### src/rtl/div_issue_ctrl.sv
// EXE-stage issue controller for the multi-cycle divider: operand hold, HI/LO
// write-back, flush handling, divide-by-zero bypass and a hang watchdog.
module div_issue_ctrl #(
    parameter bit ZERO_BYPASS = 1'b1,
    parameter int TIMEOUT     = 64
) (
    input  logic        clk_i,
    input  logic        resetn_i,
    input  logic        req_valid_i,
    output logic        req_ready_o,
    input  logic        req_signed_i,
    input  logic [31:0] req_x_i,
    input  logic [31:0] req_y_i,
    input  logic        flush_i,
    output logic        busy_o,
    output logic        div_o,
    output logic        div_signed_o,
    output logic [31:0] div_x_o,
    output logic [31:0] div_y_o,
    input  logic        div_complete_i,
    input  logic [31:0] div_s_i,
    input  logic [31:0] div_r_i,
    output logic        hilo_we_o,
    output logic [31:0] hi_wdata_o,
    output logic [31:0] lo_wdata_o,
    output logic        err_timeout_o
);
    localparam int WDW = (TIMEOUT > 1) ? $clog2(TIMEOUT) : 1;

    typedef enum logic [1:0] {IDLE, BUSY, WRITE, ABORT} state_e;

    state_e          state_q, state_d;
    logic            sgn_q, sgn_d;
    logic [31:0]     x_q, x_d, y_q, y_d;
    logic [31:0]     hi_q, hi_d, lo_q, lo_d;
    logic [WDW-1:0]  wd_q, wd_d;
    logic            err_q, err_d;

    always_ff @(posedge clk_i or negedge resetn_i) begin
        if (!resetn_i) begin
            state_q <= IDLE;
            sgn_q   <= 1'b0;
            x_q     <= '0;
            y_q     <= '0;
            hi_q    <= '0;
            lo_q    <= '0;
            wd_q    <= '0;
            err_q   <= 1'b0;
        end else begin
            state_q <= state_d;
            sgn_q   <= sgn_d;
            x_q     <= x_d;
            y_q     <= y_d;
            hi_q    <= hi_d;
            lo_q    <= lo_d;
            wd_q    <= wd_d;
            err_q   <= err_d;
        end
    end

    always_comb begin
        state_d = state_q;
        sgn_d   = sgn_q;
        x_d     = x_q;
        y_d     = y_q;
        hi_d    = hi_q;
        lo_d    = lo_q;
        wd_d    = wd_q;
        err_d   = 1'b0;
        unique case (state_q)
            IDLE: begin
                wd_d = '0;
                if (req_valid_i && !flush_i) begin
                    sgn_d = req_signed_i;
                    x_d   = req_x_i;
                    y_d   = req_y_i;
                    if (ZERO_BYPASS && req_y_i == 32'd0) begin
                        // Divide-by-zero result without waking the divider.
                        hi_d    = req_x_i;
                        lo_d    = 32'hFFFF_FFFF;
                        state_d = WRITE;
                    end else begin
                        state_d = BUSY;
                    end
                end
            end
            BUSY: begin
                wd_d = wd_q + 1'b1;
                if (flush_i) begin
                    state_d = ABORT;
                end else if (div_complete_i) begin
                    hi_d    = div_r_i;
                    lo_d    = div_s_i;
                    state_d = WRITE;
                end else if (wd_q == WDW'(TIMEOUT - 1)) begin
                    err_d   = 1'b1;
                    state_d = ABORT;
                end
            end
            WRITE:   state_d = IDLE;
            ABORT:   state_d = IDLE;
            default: state_d = IDLE;
        endcase
    end

    assign req_ready_o   = (state_q == IDLE);
    assign busy_o        = (state_q != IDLE);
    assign div_o         = (state_q == BUSY);
    assign div_signed_o  = sgn_q;
    assign div_x_o       = x_q;
    assign div_y_o       = y_q;
    // Flush arriving during the write cycle cancels the architectural update.
    assign hilo_we_o     = (state_q == WRITE) && !flush_i;
    assign hi_wdata_o    = hi_q;
    assign lo_wdata_o    = lo_q;
    assign err_timeout_o = err_q;
endmodule

### config.mk
export PLATFORM = sky130hd
export DESIGN_NAME = div_issue_ctrl
export DESIGN_NICKNAME = d
export VERILOG_FILES = /design/src/rtl/div_issue_ctrl.sv
export SDC_FILE = /design/constraint.sdc
export NUM_CORES = 1
export LEC_CHECK = 0
export CORE_MARGIN = 2
export CORE_UTILIZATION = 31
export CTS_BUF_LIST = sky130_fd_sc_hd__clkbuf_16
export DETAILED_ROUTE_END_ITERATION = 7
export SLEW_MARGIN = 10
export SYNTH_ARGS = -nofsm -noshare
export SYNTH_HDL_FRONTEND = slang
export SYNTH_SLANG_ARGS = --single-unit
export TNS_END_PERCENT = 5
### constraint.sdc
create_clock -name clk_i -period 5.1 [get_ports clk_i]
set_clock_uncertainty 0.2 [all_clocks]
set_input_delay 1.53 -clock clk_i [delete_from_list [all_inputs] [get_ports clk_i]]
set_output_delay 1.53 -clock clk_i [all_outputs]
set_load 0.1 [all_outputs]
==> results.md <==
* Synthesized area per cell at 12.3 um^2
* Core footprint at 17400 um^2
* Endpoint type of the worst setup path: output pin
* RSZ-0062 raised after global routing: no
* Critical-path cell list: clkdlybuf4s50_1 -> nor3b_2 -> buf_12
* Post-synth top area share at 62.1%
* Largest net degree at the start of global routing at 95
* Post-Synthesis Cell Area at 5560 um^2
* CTS buffer count at 17
* Tot GR Track Use at between 10% and 20%
* DRC at 0
* CP peak stage delay at 580 ps
* Placed inst area at 8460 um^2
* Worst min-delay path category: flip-flop to flip-flop
* I/O Pins at between 200 and 300
* Total gr overflow at 0
* Measured slew at the worst slew-check pin at approximately 1100 ps
* Setup repair bufs after CTS at 0
* Maxcap violations at 0
* Num rows at 48
* Data arrival, critical path at about 2700 ps
* Wire length of the first global-routing pass at around 27000 um
* Worst EP required at roughly 3400 ps
* Total vias in the final route at 4731
* Synth area leaders: dfrtp_1, mux2_2, o22a_1, nand2_1, a31oi_1
* Die Y at 138 um
* Clk buf depth at 2
* Top FF cell, synth: dfrtp_1
* Final hold viol count at 0
* H-tree Lvls at 4
* Post-DP HPWL at 12000 um
* Wirelength, routed at 17400 um
* Ys async rst share at 100%
* WP buf/inv at 2
* Initial antenna violation count at 0
* Routability cong. at around 0.76
* Slowest cell on crit path: clkdlybuf4s50_1
* Seq/Total Area, Yosys at 62.1%
* N_diodes at 0
* Worst-Skew Late Latency at approximately 410 ps
* Fmax at 0.228 GHz
* Crit Path Category: input port to output pin
* Final TNS setup at 0 ps
* CTS sink count at ~140
* Crit path launch type: input port
* Crit path time final at roughly 4400 ps
* Routed vias/inst at 4.96
* Net count after synthesis at 588
* Most frequent cell after synthesis: dfrtp_1
* Synthesis-to-layout area growth at 62.6%
* Hold-fix buffers at CTS at 0
* Vias in the first global route at a little under 5000
* Max transition margin at a little over a quarter
* DR pass1 iterations at 4
* Initial drt markers at approximately 210
* Initial core utilization at a little under a third
* Synth warn at 0
* Post-DRT Antenna Nets at 0
* WL per Instance at 18.3 um
* Period utilisation layout at a little under nine tenths
* Final #Nets at between 800 and 900
* Critical Path Fanout Max at 7
* CTS clk-pin slew, worst paths at ~60 ps
* # resized after CTS at 0
* Critical path's top delay family: buffers and inverters
* Number of synthesized flops with an enable pin at 0
* Number of setup violations in the final report at 0
* Die X at between 100 and 150 um
* Area leader, netlist: dfrtp_1
* Yosys reg bits at between 100 and 150
* Status: finished, final reports clean
* CTS tree: yes
* Cell variety after synth at 31
* Syn Inst Count at 453
* List of most frequent post-synthesis cells: dfrtp_1, nand2_1, mux2_2
* DIE AREA at between 15000 and 20000 um^2
* Fraction of layout cells with a size suffix above 1 at between 15 and 20%
* Max-slew violation count at 0
* Root buffer cell: clkbuf_16
* Final Instance Area at approximately 9000 um^2
* Fillers at approximately 1500
* Port bufs at roughly 270
path summary, 6_finish.rpt:
path / start / endpoint / slack [ps] / cells past startpoint
min in group asynchronous: resetn_i / lo_wdata_o[22]$_DFFE_PN0P_ / 1000 / 1
max: flush_i / hilo_we_o / 720 / 3
max in group asynchronous: resetn_i / hi_wdata_o[21]$_DFFE_PN0P_ / 2810 / 2
max reg2reg: state_q[1]$_DFFE_PN0P_ / lo_wdata_o[28]$_DFFE_PN0P_ / 2390 / 4
min: div_y_o[22]$_DFFE_PN0P_ / div_y_o[22]$_DFFE_PN0P_ / 300 / 1
min reg2reg: div_y_o[22]$_DFFE_PN0P_ / div_y_o[22]$_DFFE_PN0P_ / 300 / 1
flip-flops by register name, summed over array words and instances, names as in the netlist:
name           cells
div_signed_o       1
div_x_o           32
div_y_o           32
err_timeout_o      1
hi_wdata_o        32
lo_wdata_o        32
state_q            2
wd_q               6
layout make-up:
cell class | instances | area [um^2] | area share, %
inverter | 4 | 15.0 | 0.166
tap | 225 | 282 | 3.11
clock inverter | 15 | 150 | 1.66
multi-input combinational | 278 | 1940 | 21.5
clock buffer | 17 | 425 | 4.71
timing repair buffer | 276 | 2770 | 30.7
sequential | 138 | 3450 | 38.2
metrics by stage:
step	cells	setup WS [ps]	hold slack (ps)	util, %
6_report	953	719	304	51.9
5_1_grt	953	668	316	51.9
4_1_cts	953	720	308	51.9
3_5_place_dp	921	727	295	48.6
3_3_place_gp	921	764	288	48.6
2_1_floorplan	453	565	264	-
per-layer routing:
layer / up-vias / global-route usage (%) / wire, um
li1: 2154 / - / -
met1: 2343 / 22.9 / 7210
met2: 213 / 30.3 / 8430
met3: 21 / 5.30 / 1460
met4: 0 / 6.86 / 310
met5: - / 0 / 0
cell usage in the layout, fill, tap and decap left out, drive strengths merged, types with 2 or more instances in the layout:
cell type and instances:
dfrtp 138, inv 5, nand4 2, o22a 32, nand2 71, clkinv 6
clkbuf 17, o21ai 8, nor3 3, clkinvlp 6, nor4 9, a31oi 32
mux2i 2, bufinv 2, buf 13, a21oi 33, nor2 8, nand2b 2
clkdlybuf4s50 263, nand3 2, mux2 65
cells by family (layout without fill, tap and decap cells):
logic type	count (synthesis)	after routing	share of synthesized area [%]
compound gates	108	108	12.8
xor+xnor	1	1	0.158
fa+ha+maj	1	1	0.225
buf+inv	37	312	3.33
flops	138	138	62.1
mux	67	67	13.5
simple gates	101	101	7.81
Power is not shown: default switching activity piles up to over one toggle a cycle in this logic, so the estimate is an artifact.
